`src/rtl/apb2wb_pkg.sv`:
```
// apb2wb_pkg: shared FSM state encoding and Wishbone termination priority for apb_to_wb.
package apb2wb_pkg;

   typedef enum logic [1:0] {IDLE, WB_REQ, WB_RTY, APB_RESP} state_t;

   // Enum values rise with priority: err_i beats ack_i beats rty_i.
   typedef enum logic [1:0] {TERM_NONE, TERM_RTY, TERM_ACK, TERM_ERR} term_t;

   function automatic term_t wb_term(input logic ack, input logic err, input logic rty);
      return err ? TERM_ERR : ack ? TERM_ACK : rty ? TERM_RTY : TERM_NONE;
   endfunction

endpackage

```
`src/rtl/apb_to_wb_if.sv`:
```
// apb_to_wb_if: APB slave port and Wishbone classic master port of the bridge.
interface apb_to_wb_if #(
   parameter int ADDR_WIDTH = 32,
   parameter int DATA_WIDTH = 32
);
   localparam int STRB_WIDTH = DATA_WIDTH / 8;

   logic [ADDR_WIDTH-1:0] paddr;
   logic                  psel;
   logic                  penable;
   logic                  pwrite;
   logic [DATA_WIDTH-1:0] pwdata;
   logic [STRB_WIDTH-1:0] pstrb;
   logic                  pready;
   logic [DATA_WIDTH-1:0] prdata;
   logic                  pslverr;

   logic [ADDR_WIDTH-1:0] adr_o;
   logic [DATA_WIDTH-1:0] dat_o;
   logic [STRB_WIDTH-1:0] sel_o;
   logic                  we_o;
   logic                  cyc_o;
   logic                  stb_o;
   logic [DATA_WIDTH-1:0] dat_i;
   logic                  ack_i;
   logic                  err_i;
   logic                  rty_i;

   modport slave (
      input  paddr, psel, penable, pwrite, pwdata, pstrb, dat_i, ack_i, err_i, rty_i,
      output pready, prdata, pslverr, adr_o, dat_o, sel_o, we_o, cyc_o, stb_o
   );

   modport master (
      output paddr, psel, penable, pwrite, pwdata, pstrb, dat_i, ack_i, err_i, rty_i,
      input  pready, prdata, pslverr, adr_o, dat_o, sel_o, we_o, cyc_o, stb_o
   );

endinterface

```
`src/rtl/apb2wb_timer.sv`:
```
// apb2wb_timer: Wishbone termination watchdog; expired pulses on the TIMEOUT-th
// consecutive enabled cycle since the last clear.
module apb2wb_timer #(
   parameter int TIMEOUT = 255
) (
   input  logic clk,
   input  logic rst_n,
   input  logic clr,
   input  logic en,
   output logic expired
);
   localparam int W = $clog2(TIMEOUT + 1);
   localparam logic [W-1:0] LAST = W'(TIMEOUT - 1);

   logic [W-1:0] cnt;

   always_ff @(posedge clk or negedge rst_n)
      if (!rst_n)
         cnt <= '0;
      else if (clr)
         cnt <= '0;
      else if (en)
         cnt <= cnt + W'(1);

   assign expired = en && cnt == LAST;

endmodule

```
`src/rtl/apb_to_wb.sv`:
```
// apb_to_wb: APB slave to Wishbone classic master bridge with bounded retry.
// Optional Wishbone termination timeout is built when APB2WB_TIMEOUT_EN is defined.
module apb_to_wb
   import apb2wb_pkg::*;
#(
   parameter int ADDR_WIDTH = 32,
   parameter int DATA_WIDTH = 32,
   parameter int RETRY_MAX  = 3,
   parameter int TIMEOUT    = 255
) (
   input logic        pclk,
   input logic        preset_n,
   apb_to_wb_if.slave bus
);
   localparam int SW = DATA_WIDTH / 8;
   localparam int RW = $clog2(RETRY_MAX + 2);
   localparam logic [RW-1:0] RMAX = RW'(RETRY_MAX);

   if (RETRY_MAX < 0 || TIMEOUT < 1) begin : g_param_check
      $error("apb_to_wb: RETRY_MAX must be >= 0 and TIMEOUT >= 1");
   end

   state_t                state;
   term_t                 term;
   logic [RW-1:0]         rcnt;
   logic                  abandon, start, lost, fin, tmo;
   logic [ADDR_WIDTH-1:0] adr;
   logic [DATA_WIDTH-1:0] dat, prdata;
   logic [SW-1:0]         sel;
   logic                  we, cyc, stb, pready, pslverr;

   always_comb begin
      term  = wb_term(bus.ack_i, bus.err_i, bus.rty_i);
      start = state == IDLE && bus.psel && !bus.penable;
      lost  = abandon || !bus.psel;
      fin   = term == TERM_ERR || term == TERM_ACK || tmo || (term == TERM_RTY && rcnt == RMAX);
   end

`ifdef APB2WB_TIMEOUT_EN
   logic issue;
   assign issue = (start && !(bus.pwrite && bus.pstrb == '0)) || state == WB_RTY;
   apb2wb_timer #(.TIMEOUT(TIMEOUT)) u_timer (
      .clk     (pclk),
      .rst_n   (preset_n),
      .clr     (issue),
      .en      (state == WB_REQ && term == TERM_NONE),
      .expired (tmo)
   );
`else
   assign tmo = 1'b0;
`endif

   // A transfer whose psel dropped early still finishes on Wishbone, but its result is dropped.
   always_ff @(posedge pclk or negedge preset_n)
      if (!preset_n) begin
         state   <= IDLE;
         rcnt    <= '0;
         abandon <= 1'b0;
         adr     <= '0;
         dat     <= '0;
         sel     <= '0;
         we      <= 1'b0;
         cyc     <= 1'b0;
         stb     <= 1'b0;
         pready  <= 1'b0;
         pslverr <= 1'b0;
         prdata  <= '0;
      end else
         case (state)
            IDLE:
               if (start) begin
                  adr     <= bus.paddr;
                  dat     <= bus.pwdata;
                  we      <= bus.pwrite;
                  sel     <= bus.pwrite ? bus.pstrb : '1;
                  rcnt    <= '0;
                  abandon <= 1'b0;
                  if (bus.pwrite && bus.pstrb == '0) begin
                     pready  <= 1'b1;
                     pslverr <= 1'b0;
                     state   <= APB_RESP;
                  end else begin
                     cyc   <= 1'b1;
                     stb   <= 1'b1;
                     state <= WB_REQ;
                  end
               end
            WB_REQ: begin
               abandon <= lost;
               if (fin) begin
                  cyc    <= 1'b0;
                  stb    <= 1'b0;
                  pready <= !lost;
                  state  <= lost ? IDLE : APB_RESP;
                  if (!lost) begin
                     pslverr <= term != TERM_ACK;
                     prdata  <= term != TERM_ACK ? '0 : we ? prdata : bus.dat_i;
                  end
               end else if (term == TERM_RTY) begin
                  stb   <= 1'b0;
                  rcnt  <= rcnt + RW'(1);
                  state <= WB_RTY;
               end
            end
            WB_RTY: begin
               abandon <= lost;
               stb     <= 1'b1;
               state   <= WB_REQ;
            end
            APB_RESP: begin
               pready <= 1'b0;
               state  <= IDLE;
            end
            default: state <= IDLE;
         endcase

   assign bus.adr_o   = adr;
   assign bus.dat_o   = dat;
   assign bus.sel_o   = sel;
   assign bus.we_o    = we;
   assign bus.cyc_o   = cyc;
   assign bus.stb_o   = stb;
   assign bus.pready  = pready;
   assign bus.pslverr = pslverr;
   assign bus.prdata  = prdata;

endmodule

```
`src/flat_wrapper.sv`:
```
// flat-port wrapper written by rule: the top's interface ports become plain ports
module apb_to_wb_flat import apb2wb_pkg::*;
#(
   parameter int ADDR_WIDTH = 32,
   parameter int DATA_WIDTH = 32,
   parameter int RETRY_MAX  = 3,
   parameter int TIMEOUT    = 255
)
  (pclk, preset_n, bus_paddr, bus_psel, bus_penable, bus_pwrite, bus_pwdata, bus_pstrb, bus_dat_i, bus_ack_i, bus_err_i, bus_rty_i, bus_pready, bus_prdata, bus_pslverr, bus_adr_o, bus_dat_o, bus_sel_o, bus_we_o, bus_cyc_o, bus_stb_o);
  apb_to_wb_if #(.ADDR_WIDTH(ADDR_WIDTH), .DATA_WIDTH(DATA_WIDTH)) bus_i ();
  input logic pclk;
  input logic preset_n;
  input wire logic [$bits(bus_i.paddr)-1:0] bus_paddr;
  input wire logic [$bits(bus_i.psel)-1:0] bus_psel;
  input wire logic [$bits(bus_i.penable)-1:0] bus_penable;
  input wire logic [$bits(bus_i.pwrite)-1:0] bus_pwrite;
  input wire logic [$bits(bus_i.pwdata)-1:0] bus_pwdata;
  input wire logic [$bits(bus_i.pstrb)-1:0] bus_pstrb;
  input wire logic [$bits(bus_i.dat_i)-1:0] bus_dat_i;
  input wire logic [$bits(bus_i.ack_i)-1:0] bus_ack_i;
  input wire logic [$bits(bus_i.err_i)-1:0] bus_err_i;
  input wire logic [$bits(bus_i.rty_i)-1:0] bus_rty_i;
  output wire logic [$bits(bus_i.pready)-1:0] bus_pready;
  output wire logic [$bits(bus_i.prdata)-1:0] bus_prdata;
  output wire logic [$bits(bus_i.pslverr)-1:0] bus_pslverr;
  output wire logic [$bits(bus_i.adr_o)-1:0] bus_adr_o;
  output wire logic [$bits(bus_i.dat_o)-1:0] bus_dat_o;
  output wire logic [$bits(bus_i.sel_o)-1:0] bus_sel_o;
  output wire logic [$bits(bus_i.we_o)-1:0] bus_we_o;
  output wire logic [$bits(bus_i.cyc_o)-1:0] bus_cyc_o;
  output wire logic [$bits(bus_i.stb_o)-1:0] bus_stb_o;
  assign bus_i.paddr = bus_paddr;
  assign bus_i.psel = bus_psel;
  assign bus_i.penable = bus_penable;
  assign bus_i.pwrite = bus_pwrite;
  assign bus_i.pwdata = bus_pwdata;
  assign bus_i.pstrb = bus_pstrb;
  assign bus_i.dat_i = bus_dat_i;
  assign bus_i.ack_i = bus_ack_i;
  assign bus_i.err_i = bus_err_i;
  assign bus_i.rty_i = bus_rty_i;
  assign bus_pready = bus_i.pready;
  assign bus_prdata = bus_i.prdata;
  assign bus_pslverr = bus_i.pslverr;
  assign bus_adr_o = bus_i.adr_o;
  assign bus_dat_o = bus_i.dat_o;
  assign bus_sel_o = bus_i.sel_o;
  assign bus_we_o = bus_i.we_o;
  assign bus_cyc_o = bus_i.cyc_o;
  assign bus_stb_o = bus_i.stb_o;
  apb_to_wb #(.ADDR_WIDTH(ADDR_WIDTH), .DATA_WIDTH(DATA_WIDTH), .RETRY_MAX(RETRY_MAX), .TIMEOUT(TIMEOUT)) u_core (.pclk(pclk), .preset_n(preset_n), .bus(bus_i));
endmodule
```
`config.mk`:
```
export PLATFORM = sky130hd
export DESIGN_NAME = apb_to_wb_flat
export DESIGN_NICKNAME = d
export VERILOG_FILES = /design/src/rtl/apb2wb_pkg.sv /design/src/rtl/apb_to_wb_if.sv /design/src/rtl/apb2wb_timer.sv /design/src/rtl/apb_to_wb.sv /design/src/flat_wrapper.sv
export SDC_FILE = /design/constraint.sdc
export NUM_CORES = 1
export LEC_CHECK = 0
export CORE_AREA = 2 2 100 102
export DETAILED_ROUTE_END_ITERATION = 8
export DIE_AREA = 0 0 102 104
export DONT_BUFFER_PORTS = 1
export GPL_ROUTABILITY_DRIVEN = 0
export GPL_TIMING_DRIVEN = 0
export PLACE_DENSITY = 0.73
export SYNTH_ARGS = -nofsm -noshare
export SYNTH_HDL_FRONTEND = slang
export SYNTH_SLANG_ARGS = --single-unit
```
`constraint.sdc`:
```
create_clock -name pclk -period 2.6 [get_ports pclk]
set_input_delay 0.26 -clock pclk [delete_from_list [all_inputs] [get_ports pclk]]
set_output_delay 0.26 -clock pclk [all_outputs]
set_load 0.02 [all_outputs]
```
# == Word-level counts from Yosys, hierarchy flattened ==
# Index checks and enable logic that the tools add are counted.
# totals
register_bits,111
inputBits,108
# classes
n_addsub,1
n_eq_ne,17
n_mux,34
bitwise_logic,1
n_reduce_logical,26
# ops
operator,count
$mux W32,2
$reduce_and A4 Y1,5
$mux W1,14
$mux W2,7
$ne A2 B2 Y1 const B,6
$mux W3,3
$eq A2 B2 Y1 const B,4
$pmux W2 S4,1
$ne A2 B1 Y1 const B,3
$pmux W1 S2,3
$pmux W1 S3,2
$pmux W3 S2,1
$reduce_and A2 Y1,3
$reduce_bool A3 Y1,2
$reduce_and A5 Y1,1
$eq A2 B1 Y1 const B,2
$logic_and A1 B1 Y1,4
$logic_not A4 Y1,1
$mux W4,1
$reduce_bool A2 Y1,2
$add A3 B1 Y3 const B,1
$eq A3 B2 Y1 const B,1
$logic_not A1 Y1,3
$logic_or A1 B1 Y1,3
4 further kinds,4

# == Logic depth before layout (Yosys ltp) ==
# Gate-level depths: netlist of run 1.
# logic_depth
depth_word,8
mapped_depth,7
depth_no_buf,6

# == Least setup slack after synthesis of run 1 ==
# Ideal clock, no wire load.
# synth_timing
kind,reg-to-reg
start,register u_core.rcnt[0]
end,register u_core.rcnt[0]
t_arrival_ps,1671
setup_slack_ps,804
path_stages_with_launch,7
n_path_buf,0
period_less_slack_ps,1796
cell_sequence,dfrtp_1 ha_1 ha_1 a211oi_4 nand3b_2 a22oi_4 mux2_4
# synth_via
elab_chain_cells,5
word_cells_on_any_way,9
# synth_lines
item,line_no,source
from (decl),apb_to_wb.sv:25,logic [RW-1:0] rcnt;
from (signal assigned),apb_to_wb.sv:101,rcnt <= rcnt + RW'(1);
branches (longest 5 deep; another with $add A3 B1 Y3),--,
# Parallel ways; which one is timed is not known. The select of a mux whose other input is x is not followed.
# A chain may end at the register's enable or synchronous reset.

# == Final worst setup path of run 1 ==
# layout_timing
start,register u_core.rcnt[0]
end,"register u_core.prdata[20], in the netlist u_core.bus.prdata[20]"
# layout_via
elab_chain_cells,4
# layout_lines
item,line_no,source
$eq A3 B2 Y1,apb_to_wb.sv:36,fin = term == TERM_ERR || term == TERM_ACK || tmo || (term == TERM_RTY && rcnt == RMAX);
$logic_and A1 B1 Y1,apb_to_wb.sv:36,
$logic_or A1 B1 Y1,apb_to_wb.sv:36,
$reduce_and A4 Y1 (no line),--,
to (signal assigned),apb_to_wb.sv:97,prdata <= term != TERM_ACK ? '0 : we ? prdata : bus.dat_i;
to (decl),apb_to_wb.sv:28,"logic [DATA_WIDTH-1:0] dat, prdata;"
# Every way passes these cells.

==> metrics.cfg, run 1 <==
[synthesis]
synth_edf_count=0
synth_warnings=0
synth.distinct_cells=40
ys_seq_area_share_pct=60.0
async_flop_share_pct=100
synth_area_sq_um=4630
synth_fp_nets=476
synth_cells=362
avgSynthCellArea_sq_um=12.8
synth_seq_cells=111
ys.flop_type=dfrtp_1

[power_and_ir_drop]
power.leakage_nw=2.23
ir_drop_mv=0.513
powerDensity_nw_per_um2=1330

[sta]
fin_crit_ps=1970
maxSlewHeadroom_pct=75.0
min_period_over_period_pct=75.9
worst_slew_pin_slew_ps=375
whs_ps=-424
setup_tns_ps=0
finalHoldViolCount=111
drv_slew=0
rsz0062_at_grt=no
fin_skew_ps=12.5
fmax_mhz=507
finalSetupViolations=0

[route]
viasPerCell=5.38
met1_length_um=3590
drt_pass1_iterations=4
num_vias=2783
met2_wirelength_um=5100
drtAntennaViolNets=0
dr.first_iter.drc_count=77
wl_per_cell_um=18.8
drt_wl_total_um=9710
topRoutingLayerUsed=met4
drcViolationCount=0
wl_met3_um=728

[worst_setup_path]
worstSetupPathType=flip-flop to flip-flop
arrival_ps=2200
cp.required_ps=2820
crit_path_max_fanout=10
critPathLaunchType=flip-flop
worst_setup_path_end_kind=flip-flop

[grt]
grt_pass1_vias=2961
grt_pass1_wl_um=15100
overflow=0
antenna_found_initial=0
grt_start_max_net_pins=112
globalRouteTotalUtil_pct=18.3

[finish]
final_common_cell=dfrtp_1
num_antenna_cells=0
post-route-cell-area_sq_um=5030
area_delta_synth_final_pct=8.82
nFillCells=839
drive_above_1_share_pct=27.9
final_cell_mix=111 x dfrtp_1, 69 x nand2_1, 65 x mux2_2
nets=493

[clock_network]
clockRootBuffer=clkbuf_8
cts_tree=built
clk_pin_slew_ps=110
cts_made_buffers=9
postCtsSetupRepairBufs=0
cts_resized=0
cts_buffer_depth=2
holdBufCountCts=6
h-tree-depth=3
clkSinkCount=111
worstSkewPairLatency_ps=360

[floorplan]
initial_core_util_pct=48.4
die_y_um=104
dieArea_sq_um=10600
core_sq_um=9550
num_rows=36
io_pins=213
die_x_um=102

[run_status]
status=finished with violations
failed_checks=negative hold slack

[flow_run]
maxCapViolCount=0

[hold_path]
hp-class=primary input to asynchronous set/reset pin

[placement]
placement.io_buffers=0
place_area_sq_um=4790
dpl.hpwl_um=7240

==> layout make-up <==
class / instances / area, sq um / share of cell area [%]
clock inverters: 6 / 53.8 / 1.07
multi-input cells: 225 / 1660 / 33.0
inverters: 7 / 26.3 / 0.522
well taps: 133 / 166 / 3.31
flip-flops and latches: 111 / 2780 / 55.2
clock buffers: 10 / 128 / 2.54
repair buffers: 6 / 60.1 / 1.19
plain buffers: 19 / 159 / 3.16
==> cells in the mapped netlist (2+ instances only) <==
cell type / instances / area share (%)
nor2_1: 6 / 0.49
buf_2: 4 / 0.43
ha_1: 6 / 1.6
clkbuf_2: 3 / 0.32
o21ai_0: 31 / 3.4
buf_6: 10 / 2.4
nand2_1: 69 / 5.6
o2bb2ai_1: 2 / 0.38
o21ai_1: 6 / 0.65
nand2b_1: 2 / 0.27
nand3b_4: 2 / 0.87
mux2_2: 65 / 16
dfrtp_1: 111 / 60
nor2b_1: 6 / 0.81
mux2i_1: 2 / 0.43
a21oi_1: 5 / 0.54
o21bai_1: 2 / 0.32
inv_1: 7 / 0.57
nand3b_1: 2 / 0.32
==> registers in the layout, summed over array words and instances, names as in the netlist, 2 cells and up <==
name               cells
u_core.bus.adr_o      32
u_core.bus.dat_o      32
u_core.bus.prdata     32
u_core.bus.sel_o       4
u_core.rcnt            3
u_core.state           2
==> final timing paths <==
check / start / to / slack [ps] / cells past startpoint
max in group asynchronous: preset_n / u_core.bus.adr_o[8] / 2870 / 0
min: preset_n / u_core.bus.prdata[29] / -420 / 0
max: u_core.rcnt[0] / u_core.bus.prdata[20] / 630 / 6
max reg2reg: u_core.rcnt[0] / u_core.bus.prdata[20] / 630 / 6
min reg2reg: u_core.rcnt[1] / u_core.rcnt[1] / 530 / 2
min in group pclk: bus_dat_i[27] / u_core.bus.prdata[27] / 20 / 2
==> where the power goes <==
| group | internal (mW) | leakage, nW | switching, mW |
|---|---|---|---|
| logic | 0.824 | 0.765 | 0.649 |
| clock network | 0.367 | 0.0894 | 0.599 |
| registers | 2.58 | 1.38 | 1.67 |
| total | 3.77 | 2.23 | 2.92 |
==> metrics by stage <==
| step | setup WS (ps) | total power, mW | utilization, % | cells |
|---|---|---|---|---|
| finish | 627 | 6.68 | 52.7 | 517 |
| global route | 515 | 7.10 | 52.7 | 517 |
| CTS | 635 | 6.74 | 52.7 | 517 |
| detailed placement | 664 | 5.78 | 50.2 | 495 |
| global placement | 702 | 5.65 | 50.2 | 495 |
| floorplan | 804 | 5.30 | - | 362 |
==> cell families (layout without fill, tap and decap cells) <==
family / count (synthesis) / after routing / share of synthesized area [%]
flops: 111 / 111 / 60.0
simple gates: 94 / 94 / 10.0
mux: 68 / 68 / 16.6
compound gates: 57 / 57 / 7.71
buf+inv: 26 / 48 / 4.00
fa+ha+maj: 6 / 6 / 1.62
==> metal layers <==
metal	vias to the layer above	global-route usage [%]
met5	-	0
met4	0	10.4
met3	27	4.77
met2	123	30.6
met1	1364	20.8
li1	1269	-
==> worst max-delay path, cell delays in order (launching register included) <==
cell and delay, ps:
dfrtp_1 420, ha_1 200, ha_1 200, a211oi_4 360, nand3b_4 280, clkbuf_2 220, o21ai_0 150
(Power assumes the default switching activity.)
==> run 2: changes to the inputs <==
--- a/config.mk
+++ b/config.mk
@@ -11,7 +11,7 @@
 export DONT_BUFFER_PORTS = 1
 export GPL_ROUTABILITY_DRIVEN = 0
 export GPL_TIMING_DRIVEN = 0
-export PLACE_DENSITY = 0.73
+export PLACE_DENSITY = 0.75
 export SYNTH_ARGS = -nofsm -noshare
 export SYNTH_HDL_FRONTEND = slang
 export SYNTH_SLANG_ARGS = --single-unit
==> constraint.sdc (replaced) <==
create_clock -name pclk -period 1.7 [get_ports pclk]
set_input_delay 0.17 -clock pclk [delete_from_list [all_inputs] [get_ports pclk]]
set_output_delay 0.17 -clock pclk [all_outputs]
set_load 0.02 [all_outputs]
==> run 2 against run 1 <==
  * The run ends with negative hold slack, negative setup slack left
  * Via count rose by 20%
  * Final cell count rose by 21%
  * First-iteration DRC count rose by 3.9%
  * Utilization rose by 14 points
  * Clock-buffer cell count fell by 1
  * Worst setup slack got worse by 720 ps
  * Critical path type unchanged
  * Largest cell class unchanged
  * Largest power group unchanged
==> metrics.cfg, run 2 (synthesis gave the netlist of run 1 again) <==
[worst_setup_path]
critPathLaunchType=flip-flop  ; unchanged
cp.required_ps=1990  ; was 2820 ps
cpPeakStageDelay_ps=420  ; about the same
arrival_ps=2080  ; was 2200 ps
reg2reg_from=u_core.rcnt[0]  ; unchanged
cp.depth=7  ; was 6
worst_setup_path_end_kind=flip-flop  ; unchanged
cp_num_buf_inv=1  ; unchanged
r2r_cells=7  ; was 6
r2r_slack_ps=-90  ; was 630 ps
cpMaxStageDelayCell=dfrtp_1  ; unchanged
crit_family=flip-flops  ; was compound AO/OA/AOI/OAI gates
crit_path_max_fanout=10  ; unchanged
reg2reg_to=u_core.bus.prdata[10]  ; was u_core.bus.prdata[20]
worstSetupPathType=flip-flop to flip-flop  ; unchanged
crit_chain=ha_2, ha_4, a211oi_4, nand3b_4, buf_6, nand2_1, o21ai_2  ; was ha_1, ha_1, a211oi_4, nand3b_4, clkbuf_2, o21ai_0

[grt]
grt_start_max_net_pins=112  ; unchanged
antenna_found_initial=0  ; unchanged
grt_pass1_vias=3753  ; was 2961
globalRouteTotalUtil_pct=23.2  ; was 18.3%
grt_pass1_wl_um=19100  ; was 15100 um
overflow=0  ; unchanged

[clock_network]
holdBufCountCts=100  ; was 6
cts_buffer_depth=2  ; unchanged
worstSkewPairLatency_ps=370  ; was 360 ps
clkSinkCount=111  ; unchanged
clockRootBuffer=clkbuf_8  ; unchanged
h-tree-depth=3  ; unchanged
cts_tree=built  ; unchanged
clk_pin_slew_ps=100  ; was 110 ps
cts_made_buffers=9  ; unchanged

[sta]
finalHoldViolCount=111  ; unchanged
fin_skew_ps=12.4  ; was 12.5 ps
whs_ps=-510  ; was -424 ps
min_period_over_period_pct=105  ; was 75.9%
fmax_mhz=558  ; was 507 MHz
finalSetupViolations=35  ; was 0
setup_tns_ps=-1370  ; was 0 ps
maxSlewHeadroom_pct=71.7  ; was 75.0%
rsz0062_at_grt=yes  ; was no
fin_crit_ps=1790  ; was 1970 ps
setup_slack_ps=-91.2  ; was 627 ps
drv_slew=0  ; unchanged
worst_slew_pin_slew_ps=421  ; was 375 ps

[route]
wl_per_cell_um=20.1  ; was 18.8 um
dr.first_iter.drc_count=80  ; was 77
drt_wl_total_um=12600  ; was 9710 um
drt_pass1_iterations=4  ; unchanged
viasPerCell=5.35  ; was 5.38
drcViolationCount=0  ; unchanged
drtAntennaViolNets=0  ; unchanged
num_vias=3348  ; was 2783

[finish]
final_cell_mix=110 x dfrtp_1, 100 x dlygate4sd3_1, 65 x mux2_2  ; was 111 x dfrtp_1, 69 x nand2_1, 65 x mux2_2
post_layout_nonfiller_instances=626  ; was 517
area_delta_synth_final_pct=37.6  ; was 8.82%
utilization_pct=66.7  ; was 52.7%
regArea_sq_um=2780  ; about the same
multi_input_area_sq_um=1850  ; was 1660 sq um
drive_above_1_share_pct=32.3  ; was 27.9%
nets=602  ; was 493
post-route-cell-area_sq_um=6360  ; was 5030 sq um
num_antenna_cells=0  ; unchanged
final_common_cell=dfrtp_1  ; unchanged
nFillCells=681  ; was 839

[floorplan]
dieArea_sq_um=10600  ; unchanged
die_x_um=102  ; unchanged
io_pins=213  ; unchanged
initial_core_util_pct=48.4  ; unchanged
num_rows=36  ; unchanged
die_y_um=104  ; unchanged
core_sq_um=9550  ; unchanged

[power_and_ir_drop]
powerDensity_nw_per_um2=1760  ; was 1330 nW/um^2
power_mw=11.2  ; was 6.68 mW
power.leakage_nw=2.80  ; was 2.23 nW
ir_drop_mv=0.827  ; was 0.513 mV

[flow_run]
maxCapViolCount=0  ; unchanged

[placement]
placement.io_buffers=0  ; unchanged
pre_cts_ws_ps=-265  ; was 664 ps
place_area_sq_um=4790  ; unchanged
dpl.hpwl_um=7390  ; was 7240 um
dp_cells=495  ; unchanged

[run_status]
failed_checks=negative hold slack, negative setup slack  ; was negative hold slack
status=finished with violations  ; unchanged

[hold_path]
hp-class=primary input to asynchronous set/reset pin  ; unchanged

## run 2: where the power goes
part | internal, mW | leakage [nW] | switching, mW
clock | 0.700 | 0.0968 | 0.916
combinational | 1.72 | 1.32 | 1.33
sequential | 3.94 | 1.38 | 2.62
total | 6.36 | 2.80 | 4.87
## run 2: cell type report
class | count | area share, %
inverter | 7 | 0.413
timing repair buffer | 114 | 17.9
clock inverter | 7 | 1.26
buffer | 19 | 3.16
clock buffer | 9 | 1.95
tap | 133 | 2.61
sequential | 111 | 43.7
multi-input combinational | 226 | 29.1
## run 2: how the worst max path moves through the flow
stage               startpoint                     to
2_1_floorplan   u_core.rcnt[0]         u_core.rcnt[0]
3_3_place_gp    u_core.rcnt[0]         u_core.rcnt[0]
3_5_place_dp    u_core.rcnt[0]   u_core.bus.prdata[8]
4_1_cts        u_core.state[1]   u_core.bus.prdata[8]
5_1_grt         u_core.rcnt[1]         u_core.rcnt[0]
6_report        u_core.rcnt[0]  u_core.bus.prdata[10]
## run 2: metal layers
layer / wire, um / part of all wire (%) / vias to the layer above / GRT usage, %
met4: 490 / 3.9 / 0 / 9.81
met3: 761 / 6.0 / 44 / 4.91
met5: 0 / 0 / - / 0
met1: 4370 / 35 / 1665 / 25.1
met2: 6980 / 55 / 147 / 42.7
li1: - / - / 1492 / -
## run 2: worst reg2reg max path: stages (launching register included)
cell,delay (ps)
dfrtp_1,420
ha_2,190
ha_4,160
a211oi_4,300
nand3b_4,290
buf_6,170
nand2_1,100
o21ai_2,90
## run 2: what timing repair did
action,in CTS,in global routing
gates resized for setup,23,63
buffers inserted,4,6
setup endpoints to repair,102,108
cloned,5,1
endpoints found under the hold margin,211,111
pin swaps,4,11
